## config.mk

```make
export PLATFORM = sky130hd
export DESIGN_NAME = shift_arbiter
export DESIGN_NICKNAME = d
export VERILOG_FILES = /design/src/rtl/shift_arbiter.sv
export SDC_FILE = /design/constraint.sdc
export NUM_CORES = 1
export LEC_CHECK = 0
export CELL_PAD_IN_SITES_DETAIL_PLACEMENT = 1
export CELL_PAD_IN_SITES_GLOBAL_PLACEMENT = 2
export CORE_UTILIZATION = 30
export DETAILED_ROUTE_END_ITERATION = 10
export GPL_ROUTABILITY_DRIVEN = 0
export PLACE_DENSITY_LB_ADDON = 0.08
export RECOVER_POWER = 100
export SLEW_MARGIN = 15
export SYNTH_ARGS = -nofsm -noshare
export SYNTH_HDL_FRONTEND = slang
export SYNTH_SLANG_ARGS = --single-unit
```

## constraint.sdc

```tcl
create_clock -name i_clk -period 3.3 [get_ports i_clk]
set_input_delay 0.66 -clock i_clk [delete_from_list [all_inputs] [get_ports i_clk]]
set_output_delay 0.66 -clock i_clk [all_outputs]
set_load 0.005 [all_outputs]
```

## src/rtl/shift_arbiter.sv

```systemverilog
`default_nettype none
// ============================================================================
//  Module   : shift_arbiter
//  Purpose  : Two requesters share one 8-bit left shifter (amount 0-8, fill
//             bit). A round-robin arbiter picks one request, a three-state FSM
//             accepts, computes and hands off the result on a tagged channel.
//  Revision : 1.0 - initial release
// ============================================================================
module shift_arbiter #(
   parameter int CNT_W = 8
) (
   input  logic             i_clk,
   input  logic             i_rst,
   input  logic             i_req0_valid,
   output logic             o_req0_ready,
   input  logic [7:0]       i_req0_data,
   input  logic [3:0]       i_req0_amt,
   input  logic             i_req0_fill,
   input  logic             i_req1_valid,
   output logic             o_req1_ready,
   input  logic [7:0]       i_req1_data,
   input  logic [3:0]       i_req1_amt,
   input  logic             i_req1_fill,
   output logic             o_res_valid,
   input  logic             i_res_ready,
   output logic [7:0]       o_res_data,
   output logic             o_res_id,
   output logic             o_busy,
   output logic [CNT_W-1:0] o_done_count
);

   typedef enum logic [1:0] {
      ST_IDLE  = 2'd0,
      ST_SHIFT = 2'd1,
      ST_HOLD  = 2'd2
   } state_t;

   state_t           r_state;
   logic             r_prio;        // requester that wins a tie (1 = requester 1)
   logic [7:0]       r_op_data;
   logic [3:0]       r_op_amt;
   logic             r_op_fill;
   logic             r_op_id;
   logic             r_res_valid;
   logic [7:0]       r_res_data;
   logic             r_res_id;
   logic [CNT_W-1:0] r_done_count;

   logic             w_idle;
   logic             w_any_valid;
   logic             w_grant_id;
   logic             w_accept;
   logic [7:0]       w_sel_data;
   logic [3:0]       w_sel_amt;
   logic             w_sel_fill;
   logic [15:0]      w_shift_ext;
   logic [7:0]       w_shift_res;

   assign w_idle      = (r_state == ST_IDLE);
   assign w_any_valid = i_req0_valid | i_req1_valid;
   // A lone requester always wins; on a tie the priority pointer decides.
   assign w_grant_id  = (i_req0_valid & i_req1_valid) ? r_prio : i_req1_valid;
   assign w_accept    = w_idle & w_any_valid & ~i_rst;

   assign o_req0_ready = w_accept & ~w_grant_id;
   assign o_req1_ready = w_accept &  w_grant_id;

   assign w_sel_data = w_grant_id ? i_req1_data : i_req0_data;
   assign w_sel_amt  = w_grant_id ? i_req1_amt  : i_req0_amt;
   assign w_sel_fill = w_grant_id ? i_req1_fill : i_req0_fill;

   // Shifting {data, 8 x fill} left and keeping the upper byte covers
   // amounts 0..8 in one expression; larger amounts pass the data through.
   assign w_shift_ext = {r_op_data, {8{r_op_fill}}} << r_op_amt;
   assign w_shift_res = (r_op_amt > 4'd8) ? r_op_data : w_shift_ext[15:8];

   assign o_res_valid  = r_res_valid;
   assign o_res_data   = r_res_data;
   assign o_res_id     = r_res_id;
   assign o_busy       = ~w_idle;
   assign o_done_count = r_done_count;

   // Sequencer: accept in IDLE, compute in SHIFT, hold result until handshake.
   always_ff @(posedge i_clk) begin
      if (i_rst) begin
         r_state      <= ST_IDLE;
         r_prio       <= 1'b0;
         r_op_data    <= 8'h00;
         r_op_amt     <= 4'h0;
         r_op_fill    <= 1'b0;
         r_op_id      <= 1'b0;
         r_res_valid  <= 1'b0;
         r_res_data   <= 8'h00;
         r_res_id     <= 1'b0;
         r_done_count <= '0;
      end else begin
         case (r_state)
            ST_IDLE: begin
               if (w_any_valid) begin
                  r_op_data <= w_sel_data;
                  r_op_amt  <= w_sel_amt;
                  r_op_fill <= w_sel_fill;
                  r_op_id   <= w_grant_id;
                  r_prio    <= ~w_grant_id;
                  r_state   <= ST_SHIFT;
               end
            end
            ST_SHIFT: begin
               r_res_data  <= w_shift_res;
               r_res_id    <= r_op_id;
               r_res_valid <= 1'b1;
               r_state     <= ST_HOLD;
            end
            ST_HOLD: begin
               if (i_res_ready) begin
                  r_res_valid  <= 1'b0;
                  r_done_count <= r_done_count + 1'b1;
                  r_state      <= ST_IDLE;
               end
            end
            default: begin
               r_res_valid <= 1'b0;
               r_state     <= ST_IDLE;
            end
         endcase
      end
   end

endmodule
`default_nettype wire

```

== Yosys cells after proc, flatten, opt, wreduce, memory -nomap -nowiden ==
Cells that the tools add are included.
Storage, ports and cells
  flip-flop bits (word level): 35
  input port bits: 31
  output and inout port bits: 21
  word-level logic and storage cells: 41
Cells by class
  add/subtract/negate cells: 1
  $lt $le $gt $ge: 1
  eq/ne operators: 4
  shift operators: 1
  muxes and demuxes: 10
  bitwise operators: 9
  reductions and logical operators: 5
Operators with widths (number)
  $mux W8: 2
  $shl A16 B4 Y16: 1
  $add A8 B1 Y8 const B: 1
  $reduce_and A2 Y1: 4
  $pmux W2 S3: 1
  $and A1 B1 Y1: 5
  $gt A4 B4 Y1 const B: 1
  $mux W2: 2
  $mux W4: 1
  $mux W1: 3
  $not A1 Y1: 3
  $pmux W1 S3: 1
  $eq A2 B1 Y1 const B: 1
  $eq A2 B2 Y1 const B: 1
  $logic_not A2 Y1: 1
  $ne A2 B1 Y1 const B: 1
  $ne A2 B2 Y1 const B: 1
  $or A1 B1 Y1: 1

== Depth between registers and ports, before layout ==
Gate-level depths: netlist of run 1.
  depth in word-level cells: 4
  depth in mapped cells: 6

== Worst setup path after synthesis of run 1 ==
No wires, ideal clock.
  kind: input-to-output
  from: input i_rst
  to: output o_req0_ready
  arrival: 1293 ps
  data required time: 2640 ps
  setup slack: 1347 ps
  stages on the path: 3
  cell sequence: inv_1 > and4_1 > clkbuf_1
Between the ends
  longest elaborated chain between the ends: 3
RTL lines
  from (decl): RTL line 13  | input logic i_rst,
  $not A1 Y1: RTL line 63  | assign w_accept = w_idle & w_any_valid & ~i_rst;
  $and A1 B1 Y1: RTL line 63
  $and A1 B1 Y1: RTL line 65  | assign o_req0_ready = w_accept & ~w_grant_id;
  to (decl): RTL line 15  | output logic o_req0_ready,
No other way between the ends.

== Worst setup path after layout of run 1 ==
Same ends and word-level chain as after synthesis.

==> impl_metrics.yaml, run 1 <==
run_status:
  status: "completed"
logic_synthesis:
  synth_top_cells_by_area: "dfxtp_1 38%, a222oi_1 5.9%, mux2i_1 4.8%"
  syn_inst: 214
  ys_types: 52
  synth_area_leader_cell: "dfxtp_1"
  ys.flop_type: "dfxtp_1"
  yosysWarnings: 0
  synth_edf_count: 0
  synthArstFlopShare_pct: 0
  seq_area_frac_synth_pct: 37.5
  synth_seq_cells: 35
  syn-num-nets: 246
  netlist.area_leader.share_pct: 37.5
  syn_avg_cell_area_um2: 8.72
  synthesis.area_um2: 1870
placed_design:
  port_buffers: 51
  place_ws_ns: 0.631
  dp_hpwl_um: 4010
  dp.cells: 330
clocking:
  cts_hold_buffers: 0
  cts_root_buf: "clkbuf_8"
  cts_buffers: 5
  clock_path_buffers: 2
  clkTransAtPathRegs_ns: 0.07
  cts.sinks: 35
  post_cts_resized: 0
  postCtsSetupBuffers: 0
  cts_max_level: 2
  cts_tree: "done"
  worstSkewPairLatency_ns: 0.29
timing:
  period_minus_slack_ns: 2.79
  period_share_pct: 84.4
  fmax_mhz: 359
  rsz0062_at_grt: "no"
  setup_slack_ns: 0.514
  fin_skew_ns: 0.00461
  worst_pin_slew_ns: 1.02
  setup_violations: 0
  relSlewSlack_pct: 32.3
  slew_violations: 0
  finalHoldViolCount: 0
  setup_tns_ns: 0
pwr:
  p_seq_share_pct: 46.5
  total_power_mw: 1.12
  p_leak_nw: 1.03
  p_switching_uw: 336
  internal-power_uw: 780
  ir_drop_mv: 0.132
  p_sw_share_pct: 30.1
  power.share.clock_pct: 31.7
  comb_power_share_pct: 21.8
  power_density_nw_per_um2: 442
setup_path:
  worst-path-max-fanout: 3
  worstPathRequired_ns: 2.64
  worstRegToRegCells: 4
  cp.arrival_ns: 2.13
  r2r-start: "r_op_amt[0]"
  start_kind: "primary input"
  path_class: "in -> out"
  r2r_setup_slack_ns: 1.35
  r2r_end: "o_res_data[1]"
  cp-end-kind: "output port"
layout:
  layout.cells.most_common_list: "35 x dfxtp_1, 29 x clkdlybuf4s50_1, 22 x dlygate4sd3_1"
  layout.nets: 294
  num_antenna_cells: 0
  final_common_cell: "dfxtp_1"
  multi_input_area_um2: 1030
  drive_gt1_share_pct: 7.22
  seq_area_um2: 701
  area_growth_pct: 35.2
  final_cells: 338
  fill_cells: 720
grt:
  grt_start_max_net_pins: 21
  grt_pass1_wl_um: 9050
  first_global_vias: 1776
  globalRouteMet2Util_pct: 29.2
  grt-ovfl-total: 0
  gr-usage-met3_pct: 3.37
  antenna_found_initial: 0
  grtUsageMet1_pct: 25.1
  busiest_layer: "met2"
  grt.total_usage_pct: 18.3
floorplanning:
  die-area_um2: 6540
  start_util_pct: 31.3
  io_pins: 52
  rows: 28
  core_um2: 5960
  fp.dieH_um: 80.9
  die_x_um: 80.9
detailed_routing:
  wire_per_inst_um: 16.5
  ant_nets: 0
  viasPerCell: 5.38
  wirelength_um: 5580
  route.detailed.drc: 0
  routed-via-count: 1818
  drtIter0Drc: 137
  dr.pass1.iters: 4
hold_path:
  min_to: "o_res_id"
  hold_class: "reg -> reg"
  hp-start: "o_res_id"
  holdPathStages: 2
flow_run:
  cap_viol_max_count: 0
## sequential cells by signal (all words and copies together), names as in the netlist
register and flops:
o_res_data 8, r_op_id 1, r_prio 1, o_res_valid 1, o_done_count 8, o_res_id 1
r_op_fill 1, r_state 2, r_op_amt 4, r_op_data 8
## worst max path at each step
stage                       from            to  slack, ns  depth (start not counted)
global route               i_rst  o_req1_ready       0.47                          4
floorplan                  i_rst  o_req0_ready       1.35                          3
CTS                 i_req0_valid  o_req1_ready       0.63                          4
detailed placement  i_req0_valid  o_req1_ready       0.63                          4
global placement    i_req0_valid  o_req1_ready       0.66                          4
finish                     i_rst  o_req0_ready       0.51                          4
## critical path: stages
cell and delay, ns:
dlygate4sd3_1 0.55, inv_1 0.09, and4_1 0.24, dlygate4sd3_1 0.58
## metal layers
metal | wire length [um] | vias up
met2 | 2540 | 49
li1 | - | 887
met4 | 56 | 0
met3 | 213 | 7
met1 | 2770 | 875
met5 | 0 | -
## kinds of logic (layout without fill, tap and decap cells)
logic type / count (synthesis) / after routing / share of synthesized area, %
AO/OA/AOI/OAI: 62 / 62 / 24.5
XOR/XNOR: 7 / 7 / 3.28
adder cells (fa/ha/maj): 1 / 1 / 0.670
buffers and inverters: 29 / 78 / 6.84
flip-flops: 35 / 35 / 37.5
multiplexers: 12 / 12 / 8.04
AND/OR/NAND/NOR: 68 / 68 / 19.2
## layout make-up
| class | instances | area share, % |
|---|---|---|
| Sequential cell | 35 | 27.8 |
| Tap cell | 75 | 3.72 |
| Inverter | 13 | 1.93 |
| Clock buffer | 7 | 3.82 |
| Timing Repair Buffer | 57 | 21.6 |
| Clock inverter | 1 | 0.297 |
| Multi-Input combinational cell | 150 | 40.9 |
## cell usage after synthesis, types with 2 or more instances
cell	instances
nand2_1	16
o21ai_0	12
and3_1	4
clkbuf_1	10
xor2_1	3
nand3_1	3
buf_2	3
a211o_1	2
nor2b_1	3
nand2b_1	5
a22oi_1	2
a31oi_1	3
a21oi_1	10
a222oi_1	11
buf_6	2
nor2_1	17
dfxtp_1	35
inv_1	13
nand4_1	4
or3_1	2
mux2i_1	9
nor3_1	4
a21o_1	2
xnor2_1	4
and4_1	2
nand3b_1	3
a211oi_1	5
## metrics by stage
stage | instance area (um^2) | hold WS [ns] | util [%]
after floorplan | 1870 | 0.426 | -
after global placement | 2440 | 0.447 | 40.9
after detailed placement | 2440 | 0.455 | 40.9
after CTS | 2540 | 0.465 | 42.7
after global routing | 2520 | 0.502 | 42.4
final | 2520 | 0.460 | 42.4
## power groups by stage
stage | sequential (mW) | clock, mW | combinational, mW
detailed placement | 0.528 | 0 | 0.255
floorplan | 0.491 | 0 | 0.174
CTS | 0.518 | 0.367 | 0.257
finish | 0.519 | 0.354 | 0.243
global placement | 0.527 | 0 | 0.253
global route | 0.525 | 0.387 | 0.271
Note: power is estimated with default switching activity, not from simulation.
==> run 2, diff against run 1 <==
- CORE_UTILIZATION: 30 -> 28
- clock period: 3.3 -> 2.7 ns (I/O delays scaled with it)
==> run 2 against run 1 <==
Die area up 7.0%. Clock power up 60%. Hold slack about the same. Sequential share of layout area down 0.29 points. Routed wire length down 3.4%. Total power up 34%. Register-to-register slack worse by 0.65 ns. Via count down 0.44%. Clock-buffer cell count down 1. Highest routed layer unchanged.
==> impl_metrics.yaml, run 2 (synthesized netlist as in run 1, its figures left out) <==
clocking:
  cts_root_buf: "clkbuf_8"
  worstSkewPairLatency_ns: 0.29
  clkTransAtPathRegs_ns: 0.07
  postCtsSetupBuffers: 0
  cts_buffers: 5
  clock_path_buffers: 2
  cts_hold_buffers: 0
  post_cts_resized: 0
  cts_tree: "done"
  cts.sinks: 35
  cts_max_level: 2
pwr:
  p_leak_nw: 1.04
  ir_drop_mv: 0.274
  power_density_nw_per_um2: 586
  total_power_mw: 1.49
layout:
  drive_gt1_share_pct: 6.46
  num_antenna_cells: 0
  final_cells: 340
  layout.cells.most_common_list: "35 x dfxtp_1, 31 x clkdlybuf4s50_1, 20 x dlygate4sd3_1"
  seq_area_um2: 701
  fill_cells: 757
  area_growth_pct: 36.6
  final_common_cell: "dfxtp_1"
  layout.nets: 294
  multi_input_area_um2: 1030
timing:
  fin_skew_ns: 0.00634
  finalHoldViolCount: 0
  relSlewSlack_pct: 34.0
  slew_violations: 0
  period_share_pct: 91.8
  worst_pin_slew_ns: 0.990
  period_minus_slack_ns: 2.48
  fin_hold_ws_ns: 0.460
  setup_violations: 0
  setup_slack_ns: 0.221
  fmax_mhz: 403
  setup_tns_ns: 0
  rsz0062_at_grt: "no"
hold_path:
  holdPathStages: 2
  hold_class: "reg -> reg"
floorplanning:
  start_util_pct: 29.2
  io_pins: 52
  fp.dieH_um: 83.7
  rows: 29
  die_x_um: 83.7
  core_um2: 6390
  die-area_um2: 7000
grt:
  grt-ovfl-total: 0
  antenna_found_initial: 0
  grt_pass1_wl_um: 9050
  first_global_vias: 1767
  grt_start_max_net_pins: 21
  grt.total_usage_pct: 16.2
setup_path:
  r2r-start: "r_op_amt[0]"
  path_class: "in -> out"
  critPathMaxStageDelay_ns: 0.55
  setup.worst_path.end: "o_req1_ready"
  worstPathRequired_ns: 2.16
  start_kind: "primary input"
  cp-end-kind: "output port"
  critPathLaunch: "i_rst"
  worst-path-max-fanout: 3
  worstRegToRegCells: 4
  path_cells: "dlygate4sd3_1 > inv_1 > and4_1 > clkdlybuf4s50_1"
  slowest_stage: "dlygate4sd3_1"
  cp.arrival_ns: 1.94
  r2r_setup_slack_ns: 0.70
  r2r_end: "o_res_data[1]"
detailed_routing:
  viasPerCell: 5.32
  wirelength_um: 5390
  routed-via-count: 1810
  drtIter0Drc: 81
  dr.pass1.iters: 4
  wire_per_inst_um: 15.9
  ant_nets: 0
  route.detailed.drc: 0
placed_design:
  dp_hpwl_um: 3950
  dp.cells: 332
  port_buffers: 51
  place_ws_ns: 0.302
flow_run:
  cap_viol_max_count: 0
run_status:
  status: "completed"
-- run 2: cell types whose count changed in the layout (fill, tap and decap cells not counted), moves of 2 or more --
cell,before,now
dlygate4sd3_1,22,20
bufinv_16,0,2
clkdlybuf4s50_1,29,31
clkbuf_8,7,5
-- run 2: worst min path at each step --
stage	start	slack, ns	to
2_1_floorplan	r_op_id	0.43	r_op_id
3_3_place_gp	o_res_id	0.44	o_res_id
3_5_place_dp	o_res_id	0.46	o_res_id
4_1_cts	o_res_id	0.47	o_res_id
5_1_grt	o_res_id	0.50	o_res_id
6_report	o_res_id	0.46	o_res_id
-- run 2: final cells by class --
class / instances / area share (%)
well taps: 77 / 3.78
inverters: 13 / 1.91
multi-input cells: 150 / 40.3
repair buffers: 57 / 21.3
clock inverters: 2 / 2.36
clock buffers: 6 / 2.85
flip-flops and latches: 35 / 27.5
-- run 2: worst max-delay path: cells and delay by family --
kind          cells  cell delay, ns
buf+inv           3            1.16
simple gates      1            0.23
-- run 2: per-stage QoR --
stage / utilization [%] / cell area [um^2]
6_report: 39.9 / 2550
5_1_grt: 39.9 / 2550
4_1_cts: 40.3 / 2570
3_5_place_dp: 38.2 / 2440
3_3_place_gp: 38.2 / 2440
2_1_floorplan: - / 1870
-- run 2: metal layers --
layer  global-route usage, %  vias up  part of all wire, %
met5                       0        -                    0
met4                    4.62        0                 0.74
met3                    3.86        2                  4.0
met2                    25.0       46                   43
met1                    22.5      872                   52
li1                        -      890                    -
-- run 2: power by group --
part | switching, mW | internal, mW
combinational | 0.135 | 0.162
sequential | 0.0719 | 0.559
clock | 0.196 | 0.369
total | 0.404 | 1.09
